### config.mk
export PLATFORM = sky130hd
export DESIGN_NAME = trace_arbiter
export DESIGN_NICKNAME = d
export VERILOG_FILES = /design/src/rtl/trace_arbiter_pkg.sv /design/src/rtl/trace_arbiter_fifo.sv /design/src/rtl/trace_arbiter.sv
export SDC_FILE = /design/constraint.sdc
export NUM_CORES = 1
export LEC_CHECK = 0
export BUFFER_PORTS_ARGS = -buffer_cell sky130_fd_sc_hd__buf_2
export CAP_MARGIN = 20
export CORE_ASPECT_RATIO = 1.5
export CORE_MARGIN = 2
export CORE_UTILIZATION = 32
export DETAILED_ROUTE_END_ITERATION = 16
export HOLD_SLACK_MARGIN = 0.06
export PLACE_DENSITY_LB_ADDON = 0.15
export SYNTH_ARGS = -nofsm -noshare
export SYNTH_HDL_FRONTEND = slang
export SYNTH_SLANG_ARGS = --single-unit
### constraint.sdc
create_clock -name clk_i -period 11.9 [get_ports clk_i]
set_input_delay 0.595 -clock clk_i [delete_from_list [all_inputs] [get_ports clk_i]]
set_output_delay 0.595 -clock clk_i [all_outputs]
set_load 0.01 [all_outputs]
### src/rtl/trace_arbiter_pkg.sv
// Shared types for the trace arbiter: FSM state encoding and the per-source FIFO entry.
package trace_arbiter_pkg;

    // Widest packet word the FIFO entry can carry; narrower words are zero-extended.
    localparam int unsigned MAX_WORD_LEN = 64;

    typedef enum logic {
        ST_IDLE  = 1'b0,
        ST_BURST = 1'b1
    } arb_state_e;

    typedef struct packed {
        logic [MAX_WORD_LEN-1:0] word;
        logic                    last;
    } fifo_entry_t;

endpackage

### src/rtl/trace_arbiter_fifo.sv
// Per-source packet buffer with overflow accounting; sources cannot be stalled, so a
// push into a full FIFO is dropped and counted instead.
module trace_arbiter_fifo
    import trace_arbiter_pkg::*;
#(
    parameter int unsigned FIFO_DEPTH = 4,
    parameter int unsigned WORD_LEN   = 32
) (
    input  logic                clk_i,
    input  logic                rst_ni,
    input  logic                push_i,
    input  logic [WORD_LEN-1:0] word_i,
    input  logic                last_i,
    input  logic                pop_i,
    input  logic                clear_i,
    output logic                empty_o,
    output logic [WORD_LEN-1:0] word_o,
    output logic                last_o,
    output logic                overflow_o,
    output logic [7:0]          drop_count_o
);

    localparam int unsigned AW = $clog2(FIFO_DEPTH);

    fifo_entry_t   mem [FIFO_DEPTH];
    fifo_entry_t   head;
    logic [AW-1:0] rd_ptr;
    logic [AW-1:0] wr_ptr;
    logic [AW-1:0] tail_ptr;
    logic [AW:0]   count;
    logic          full;
    logic          do_pop;
    logic          accept;
    logic          drop;

    assign empty_o  = (count == '0);
    assign full     = (count == (AW+1)'(FIFO_DEPTH));
    assign do_pop   = pop_i && !empty_o;
    assign accept   = push_i && (!full || do_pop);
    assign drop     = push_i && full && !do_pop;
    assign tail_ptr = wr_ptr - 1'b1;

    // A dropped end-of-packet word still closes the packet by marking the stored tail.
    always_ff @(posedge clk_i) begin
        if (accept) begin
            mem[wr_ptr] <= '{word: MAX_WORD_LEN'(word_i), last: last_i};
        end else if (drop && last_i) begin
            mem[tail_ptr].last <= 1'b1;
        end
    end

    always_ff @(posedge clk_i or negedge rst_ni) begin
        if (!rst_ni) begin
            rd_ptr <= '0;
            wr_ptr <= '0;
            count  <= '0;
        end else begin
            if (accept) wr_ptr <= wr_ptr + 1'b1;
            if (do_pop) rd_ptr <= rd_ptr + 1'b1;
            case ({accept, do_pop})
                2'b10:   count <= count + 1'b1;
                2'b01:   count <= count - 1'b1;
                default: count <= count;
            endcase
        end
    end

    always_ff @(posedge clk_i or negedge rst_ni) begin
        if (!rst_ni) begin
            overflow_o   <= 1'b0;
            drop_count_o <= '0;
        end else if (clear_i) begin
            overflow_o   <= 1'b0;
            drop_count_o <= '0;
        end else if (drop) begin
            overflow_o <= 1'b1;
            if (drop_count_o != 8'hFF) drop_count_o <= drop_count_o + 1'b1;
        end
    end

    assign head   = mem[rd_ptr];
    assign word_o = head.word[WORD_LEN-1:0];
    assign last_o = head.last;

    if (WORD_LEN < MAX_WORD_LEN) begin : g_pad
        logic unused_pad;
        assign unused_pad = ^head.word[MAX_WORD_LEN-1:WORD_LEN];
    end

endmodule

### src/rtl/trace_arbiter.sv
// Round-robin packet arbiter merging several trace packet streams into one sink; a grant
// is held for a whole packet so packets from different sources never interleave.
module trace_arbiter
    import trace_arbiter_pkg::*;
#(
    parameter  int unsigned NR_SOURCES = 2,
    parameter  int unsigned FIFO_DEPTH = 4,
    parameter  int unsigned WORD_LEN   = 32,
    localparam int unsigned SRC_W      = (NR_SOURCES > 1) ? $clog2(NR_SOURCES) : 1
) (
    input  logic                                clk_i,
    input  logic                                rst_ni,
    input  logic [NR_SOURCES-1:0][WORD_LEN-1:0] packet_word_i,
    input  logic [NR_SOURCES-1:0]               packet_word_valid_i,
    input  logic [NR_SOURCES-1:0]               packet_last_i,
    output logic [WORD_LEN-1:0]                 packet_word_o,
    output logic                                packet_word_valid_o,
    output logic                                packet_last_o,
    output logic [SRC_W-1:0]                    source_id_o,
    input  logic                                ready_i,
    output logic [NR_SOURCES-1:0]               overflow_o,
    output logic [NR_SOURCES-1:0][7:0]          drop_count_o,
    input  logic                                clear_i,
    output arb_state_e                          state_o
);

    // Handshake: a word transfers on a rising edge where packet_word_valid_o && ready_i;
    // while valid is high and ready is low, word/last/source_id hold their values.

    logic [NR_SOURCES-1:0]               fifo_empty;
    logic [NR_SOURCES-1:0]               fifo_pop;
    logic [NR_SOURCES-1:0][WORD_LEN-1:0] head_word;
    logic [NR_SOURCES-1:0]               head_last;

    for (genvar g = 0; g < NR_SOURCES; g++) begin : g_src
        trace_arbiter_fifo #(
            .FIFO_DEPTH (FIFO_DEPTH),
            .WORD_LEN   (WORD_LEN)
        ) u_fifo (
            .clk_i        (clk_i),
            .rst_ni       (rst_ni),
            .push_i       (packet_word_valid_i[g]),
            .word_i       (packet_word_i[g]),
            .last_i       (packet_last_i[g]),
            .pop_i        (fifo_pop[g]),
            .clear_i      (clear_i),
            .empty_o      (fifo_empty[g]),
            .word_o       (head_word[g]),
            .last_o       (head_last[g]),
            .overflow_o   (overflow_o[g]),
            .drop_count_o (drop_count_o[g])
        );
    end

    arb_state_e       state_q, state_d;
    logic [SRC_W-1:0] grant_q, grant_d;
    logic [SRC_W-1:0] last_grant_q, last_grant_d;
    logic [SRC_W-1:0] cand;
    logic [SRC_W-1:0] pick;
    logic             found;

    always_ff @(posedge clk_i or negedge rst_ni) begin
        if (!rst_ni) begin
            state_q      <= ST_IDLE;
            grant_q      <= '0;
            last_grant_q <= SRC_W'(NR_SOURCES - 1);
        end else begin
            state_q      <= state_d;
            grant_q      <= grant_d;
            last_grant_q <= last_grant_d;
        end
    end

    always_comb begin
        cand  = last_grant_q;
        pick  = '0;
        found = 1'b0;
        // Search starts one past the previous grant and wraps to source 0.
        for (int i = 0; i < NR_SOURCES; i++) begin
            cand = (cand == SRC_W'(NR_SOURCES - 1)) ? '0 : cand + 1'b1;
            if (!found && !fifo_empty[cand]) begin
                found = 1'b1;
                pick  = cand;
            end
        end

        state_d             = state_q;
        grant_d             = grant_q;
        last_grant_d        = last_grant_q;
        fifo_pop            = '0;
        packet_word_valid_o = 1'b0;
        packet_last_o       = 1'b0;
        packet_word_o       = '0;
        source_id_o         = last_grant_q;

        case (state_q)
            ST_IDLE: begin
                if (found) begin
                    state_d = ST_BURST;
                    grant_d = pick;
                end
            end
            ST_BURST: begin
                source_id_o         = grant_q;
                packet_word_valid_o = !fifo_empty[grant_q];
                if (packet_word_valid_o) begin
                    packet_word_o = head_word[grant_q];
                    packet_last_o = head_last[grant_q];
                end
                if (packet_word_valid_o && ready_i) begin
                    fifo_pop[grant_q] = 1'b1;
                    if (head_last[grant_q]) begin
                        state_d      = ST_IDLE;
                        last_grant_d = grant_q;
                    end
                end
            end
            default: state_d = ST_IDLE;
        endcase
    end

    assign state_o = state_q;

endmodule

==> results of run 1 <==
## synth_stat cells (7+ instances only)
cell type    n
clkbuf_1    16
dfrtp_1     34
nand2_1     15
xnor2_1      8
mux2i_1     39
nor3_1       7
inv_1       15
edfxtp_1   264
buf_2       22
mux4_2      64
or4_1        7
nor2_1      47
o31ai_1      8
nand3_1      8
a21oi_1     16
and2_1      65
## metal layers
metal,global-route usage,vias to the layer above
met5,0,-
met4,0.03043,4
met1,0.1736,3383
met2,0.2634,110
met3,0.02142,30
li1,-,2994
## power breakdown
| part | leakage (uW) | switching (uW) | total, uW | internal [uW] |
|---|---|---|---|---|
| sequential | 0.00286 | 158 | 1560 | 1400 |
| clock | 0.000416 | 372 | 835 | 463 |
| combinational | 0.00179 | 603 | 1100 | 500 |
| total | 0.00507 | 1130 | 3490 | 2360 |
## flip-flops by register name, summed over array words and instances, names as in the netlist
register,count
g_src.u_fifo.mem,264
grant_q,1
g_src.u_fifo.drop_count_o,16
state_o,1
last_grant_q,1
g_src.u_fifo.overflow_o,2
g_src.u_fifo.count,6
g_src.u_fifo.wr_ptr,4
g_src.u_fifo.rd_ptr,4
## worst register-to-register path, delay by kind of cell, from the launching register on
kind | cells | cell delay, ns
AOI/OAI and AO/OA | 1 | 0.32
buffers and inverters | 1 | 0.63
DFF | 1 | 0.34
and+or+nand+nor | 3 | 1.51
## through the flow
stage	worst slack (ns)	power, uW
finish	8.362	3495
global route	8.128	3707
detailed placement	8.711	2737
CTS	8.199	3581
floorplan	8.026	2303
global placement	8.764	2731
## worst paths after layout
path	start	endpoint	slack [ns]
setup / recovery	g_src[1].u_fifo.rd_ptr[0]	packet_word_o[1]	8.36
min in group clk_i	packet_last_i[1]	g_src[1].u_fifo.mem[3][0]	0.32
max in group asynchronous	rst_ni	g_src[0].u_fifo.rd_ptr[1]	11.18
hold / removal	rst_ni	g_src[1].u_fifo.drop_count_o[2]	0.14
hold reg to reg	g_src[0].u_fifo.count[2]	g_src[0].u_fifo.count[2]	0.49
setup reg to reg	grant_q	g_src[1].u_fifo.mem[3][0]	8.81
## kinds of logic (layout without fill, tap and decap cells)
kind of cell | count (synthesis) | after routing | synth area share
buffers and inverters | 59 | 204 | 0.02092
DFF | 299 | 299 | 0.7077
xor gates and xnor gates | 14 | 14 | 0.009856
AOI/OAI and AO/OA | 43 | 43 | 0.02183
adders and majority gates | 6 | 6 | 0.007242
and+or+nand+nor | 183 | 183 | 0.08247
muxes | 106 | 106 | 0.1500
## final cells by class
class / count / area, sq um / share of cell area
clock buffer: 33 / 740.7 / 0.05119
clock inverter: 18 / 105.1 / 0.007263
inverter: 16 / 60.06 / 0.004150
multi-input combinational: 352 / 3418 / 0.2362
sequential: 299 / 8811 / 0.6089
tap: 495 / 619.3 / 0.04280
timing repair buffer: 137 / 715.7 / 0.04946
==> flow_metrics.env, run 1 <==
export IMPL_synthToLayoutAreaGrowth_pct=16.31
export IMPL_met2WireLength_mm=15.56
export IMPL_critical_path_buf_inv_count=2
export IMPL_synth_edf_count=264
export IMPL_totalWireLength_mm=28.29
export IMPL_critical_path_cell_chain="buf_4 > mux4_2 > mux2i_1 > nor2_1 > buf_2"
export IMPL_fin_tns_setup_ns=0
export IMPL_maxCapViolations=0
export IMPL_leakage_uw=0.005070
export IMPL_ant_nets=0
export IMPL_num_nets_final=912
export IMPL_final_common_cell="edfxtp_1"
export IMPL_cts_sinks=299
export IMPL_post_synth_cell_area_avg_sq_um=17.52
export IMPL_stdcell_count=1350
export IMPL_place_congestion=0.7146
export IMPL_clock_latency_ns=0.55
export IMPL_drv_slew=0
export IMPL_reg2reg_depth=5
export IMPL_clk_path_buf_depth=3
export IMPL_min_period_over_period=0.2973
export IMPL_worst_pin_slew_ns=1.081
export IMPL_cp_slowest_cell="dfrtp_2"
export IMPL_dr_total_vias=6521
export IMPL_critPathRequiredTime_ns=11.31
export IMPL_ys_ff_latch=299
export IMPL_io_buffer_count=125
export IMPL_syn_nets=788
export IMPL_die_w_microns=165.0
export IMPL_dp_hpwl_mm=17.35
export IMPL_timing_slew_headroom=0.2793
export IMPL_hold_path_class="in2async"
export IMPL_placed_area_sq_um=13620
export IMPL_ctsHtreeMaxLevel=1
export IMPL_synth_area_leaders="edfxtp_1 (64%), mux4_2 (12%), dfrtp_1 (6.8%)"
export IMPL_viasPerCell=4.830
export IMPL_synth_top_area_frac=0.6372
export IMPL_yosysWarnings=0
export IMPL_synthArstFlopShare=0.1171
export IMPL_grt_total_usage=0.1424
export IMPL_startpoint_type="flip-flop"
export IMPL_cts_tree="yes"
export IMPL_grt_overflow=0
export IMPL_holdWs_ns=0.1412
export IMPL_grt_max_degree=44
export IMPL_wl_met1_mm=11.29
export IMPL_grt_pass1_wl_mm=42.71
export IMPL_status="finished, final reports clean"
export IMPL_routed_top_layer="met5"
export IMPL_path_depth=5
export IMPL_final_area_sq_um=14470
export IMPL_start_util=0.3237
export IMPL_rsz0062_at_grt="no"
export IMPL_drcViolationCount=0
export IMPL_wl_met3_mm=1.061
export IMPL_nFillCells=3571
export IMPL_die_y_microns=245.5
export IMPL_ctsHoldBuffers=0
export IMPL_timing_critical_path_max_delay_family="multiplexers"
export IMPL_avgRoutedWirePerCell_microns=20.96
export IMPL_synth_cell_area_sq_um=12440
export IMPL_worst_ep_arrival_time_ns=2.94
export IMPL_final_cell_mix="edfxtp_1 (264), buf_2 (125), and2_1 (65)"
export IMPL_antenna_found_initial=2
export IMPL_skew_ns=0.03141
export IMPL_fmax_mhz=282.7
export IMPL_antennaDiodeCount=0
export IMPL_ios=126
export IMPL_drtIter0Drc=315
export IMPL_finalHoldViolCount=0
export IMPL_min_period_ns=3.538
export IMPL_post_cts_resized=0
export IMPL_dp_cells=1299
export IMPL_yosysSeqAreaShare=0.7077
export IMPL_cts_buffers=28
export IMPL_die_area_sq_um=40500
export IMPL_yosys_area_top_type="edfxtp_1"
export IMPL_core_rowCount=88
export IMPL_fin_util=0.3766
export IMPL_drt_pre_antenna_iters=4
export IMPL_clkTransAtPathRegs_ns=0.07
export IMPL_synth_flop_cell="edfxtp_1"
export IMPL_endpoint_kind="output pin"
export IMPL_cpPeakStageDelay_ns=0.79
export IMPL_cp_max_fo=19
export IMPL_grt_pass1_vias=6938
export IMPL_synth_cell_type_count=47
export IMPL_critPathKind="reg2out"
export IMPL_peakVddDrop_v=0.0001078
export IMPL_core_sq_um=38430
export IMPL_cts_setup_buffers=0
export IMPL_setup_viol=0
export IMPL_p_per_area_nw_per_um2=241.5
export IMPL_cts_root_buffer="clkbuf_16"
export IMPL_synth_cells=710
export IMPL_drive_above_1_share=0.3099
Note: power is estimated with default switching activity, not from simulation.
==> run 2: changes to the inputs <==
- clock period: 11.9 -> 2.9 ns (I/O delays scaled with it)
==> run 2 against run 1 <==
Net effect: cell count rose by 6.5%; largest cell class unchanged; setup slack got worse by 8.1 ns; worst hold slack got worse by 0.050 ns; clock power rose to 4.4 times the previous value; sequential power rose to 4.0 times the previous value.
==> flow_metrics.env, run 2 (synthesized netlist as in run 1, its figures left out) <==
export IMPL_start_util=0.3237
export IMPL_endpoint_kind="output pin"
export IMPL_setup_worst_path_start="g_src[0].u_fifo.rd_ptr[0]"
export IMPL_die_area_sq_um=40500
export IMPL_grt_pass1_wl_mm=44.74
export IMPL_grt_total_usage=0.1500
export IMPL_fin_util=0.4030
export IMPL_drive_above_1_share=0.3033
export IMPL_ctsHtreeMaxLevel=1
export IMPL_nFillCells=3564
export IMPL_skew_ns=0.01415
export IMPL_stdcell_count=1438
export IMPL_drcViolationCount=0
export IMPL_core_sq_um=38430
export IMPL_r2r_start="state_o"
export IMPL_min_period_over_period=0.9127
export IMPL_die_y_microns=245.5
export IMPL_status="finished, final reports clean"
export IMPL_fmax_mhz=377.8
export IMPL_rsz0062_at_grt="no"
export IMPL_timing_slew_headroom=0.4277
export IMPL_largest_registers="g_src.u_fifo.mem x264, g_src.u_fifo.drop_count_o x16, g_src.u_fifo.count x6"
export IMPL_num_nets_final=998
export IMPL_endpoint="packet_word_o[0]"
export IMPL_min_period_ns=2.647
export IMPL_drt_pre_antenna_iters=6
export IMPL_reg2reg_depth=9
export IMPL_dp_cells=1314
export IMPL_peakVddDrop_v=0.0004047
export IMPL_ctsHoldBuffers=70
export IMPL_cts_sinks=299
export IMPL_final_cell_mix="edfxtp_1 (264), buf_2 (125), dlygate4sd3_1 (70)"
export IMPL_p_per_area_nw_per_um2=969.6
export IMPL_holdWs_ns=0.09164
export IMPL_cts_root_buffer="clkbuf_16"
export IMPL_dr_total_vias=6814
export IMPL_totalWireLength_mm=29.71
export IMPL_startpoint_type="flip-flop"
export IMPL_io_buffer_count=125
export IMPL_reg2reg_slack_ns=0.49
export IMPL_fin_tns_setup_ns=0
export IMPL_dp_hpwl_mm=18.88
export IMPL_maxCapViolations=0
export IMPL_avgRoutedWirePerCell_microns=20.66
export IMPL_viasPerCell=4.739
export IMPL_drv_slew=0
export IMPL_ios=126
export IMPL_clock_latency_ns=0.56
export IMPL_post_place_ws_ns=0.5091
export IMPL_post_cts_resized=0
export IMPL_worst_pin_slew_ns=0.8584
export IMPL_max_flop_register="g_src.u_fifo.mem"
export IMPL_synthToLayoutAreaGrowth_pct=24.48
export IMPL_hold_path_class="in2reg"
export IMPL_clkTransAtPathRegs_ns=0.06
export IMPL_core_rowCount=88
export IMPL_grt_pass1_vias=7418
export IMPL_cp_max_fo=13
export IMPL_setup_ws_ns=0.2532
export IMPL_critPathRequiredTime_ns=2.76
export IMPL_cts_buffers=29
export IMPL_cts_setup_buffers=0
export IMPL_worst_ep_arrival_time_ns=2.50
export IMPL_setup_viol=0
export IMPL_multi_input_area_sq_um=3431
export IMPL_regArea_sq_um=8811
export IMPL_die_w_microns=165.0
export IMPL_antennaDiodeCount=0
export IMPL_leakage_uw=0.005522
export IMPL_r2r_end="g_src[0].u_fifo.count[2]"
export IMPL_place_congestion=0.7309
export IMPL_antenna_found_initial=1
export IMPL_final_common_cell="edfxtp_1"
export IMPL_critPathKind="reg2out"
export IMPL_largest_reg_flops=264
export IMPL_drtIter0Drc=268
export IMPL_cts_tree="yes"
export IMPL_finalHoldViolCount=0
export IMPL_ant_nets=0
export IMPL_grt_overflow=0
export IMPL_clk_path_buf_depth=3
export IMPL_grt_max_degree=36
## run 2: cell types whose count changed in the layout (fill, tap and decap cells not counted), moves of 4 or more
cell           before  now
buf_12              0    9
buf_4              12   18
dlygate4sd3_1       0   70
clkinv_1           10    6
## run 2: layout make-up
type	instances	share of cell area
Clock buffer	34	0.04807
Inverter	16	0.003878
Sequential cell	299	0.5690
Clock inverter	20	0.01155
Tap cell	495	0.03999
Timing Repair Buffer	222	0.1060
Multi-Input combinational cell	352	0.2215
## run 2: stage by stage
| stage | cell area (sq um) | total power (uW) |
|---|---|---|
| after floorplan | 12450 | 9453 |
| after global placement | 13860 | 11510 |
| after detailed placement | 13860 | 11550 |
| after CTS | 15490 | 15370 |
| after global routing | 15490 | 15900 |
| final | 15490 | 15010 |
## run 2: critical path, stage by stage, from the launching register on
cell     delay [ns]
dfrtp_2        0.71
buf_12         0.25
mux4_2         0.50
mux2i_1        0.28
nor2_1         0.07
buf_2          0.14
## run 2: power breakdown
| group | internal [uW] | switching (uW) | leakage, uW |
|---|---|---|---|
| logic | 2340 | 2750 | 0.00220 |
| clock network | 2100 | 1600 | 0.000455 |
| registers | 5730 | 492 | 0.00286 |
| total | 10200 | 4850 | 0.00552 |
## run 2: layer usage
| layer | track usage | share of wire | up-vias |
|---|---|---|---|
| met5 | 0 | 0 | - |
| met4 | 0.04092 | 0.020 | 0 |
| met3 | 0.02024 | 0.034 | 36 |
| met2 | 0.2772 | 0.54 | 123 |
| met1 | 0.1810 | 0.40 | 3479 |
| li1 | - | - | 3176 |
## run 2: worst min-delay path by stage
stage,start,end,slack (ns),cells after the start
after floorplan,rst_ni,g_src[0].u_fifo.count[0],-0.15,0
after global placement,rst_ni,g_src[1].u_fifo.drop_count_o[3],0.33,1
after detailed placement,rst_ni,g_src[1].u_fifo.drop_count_o[3],0.32,1
after CTS,packet_word_valid_i[1],g_src[1].u_fifo.overflow_o,0.06,3
after global routing,packet_word_valid_i[1],g_src[1].u_fifo.drop_count_o[1],0.11,4
final,packet_word_valid_i[1],g_src[1].u_fifo.overflow_o,0.09,3
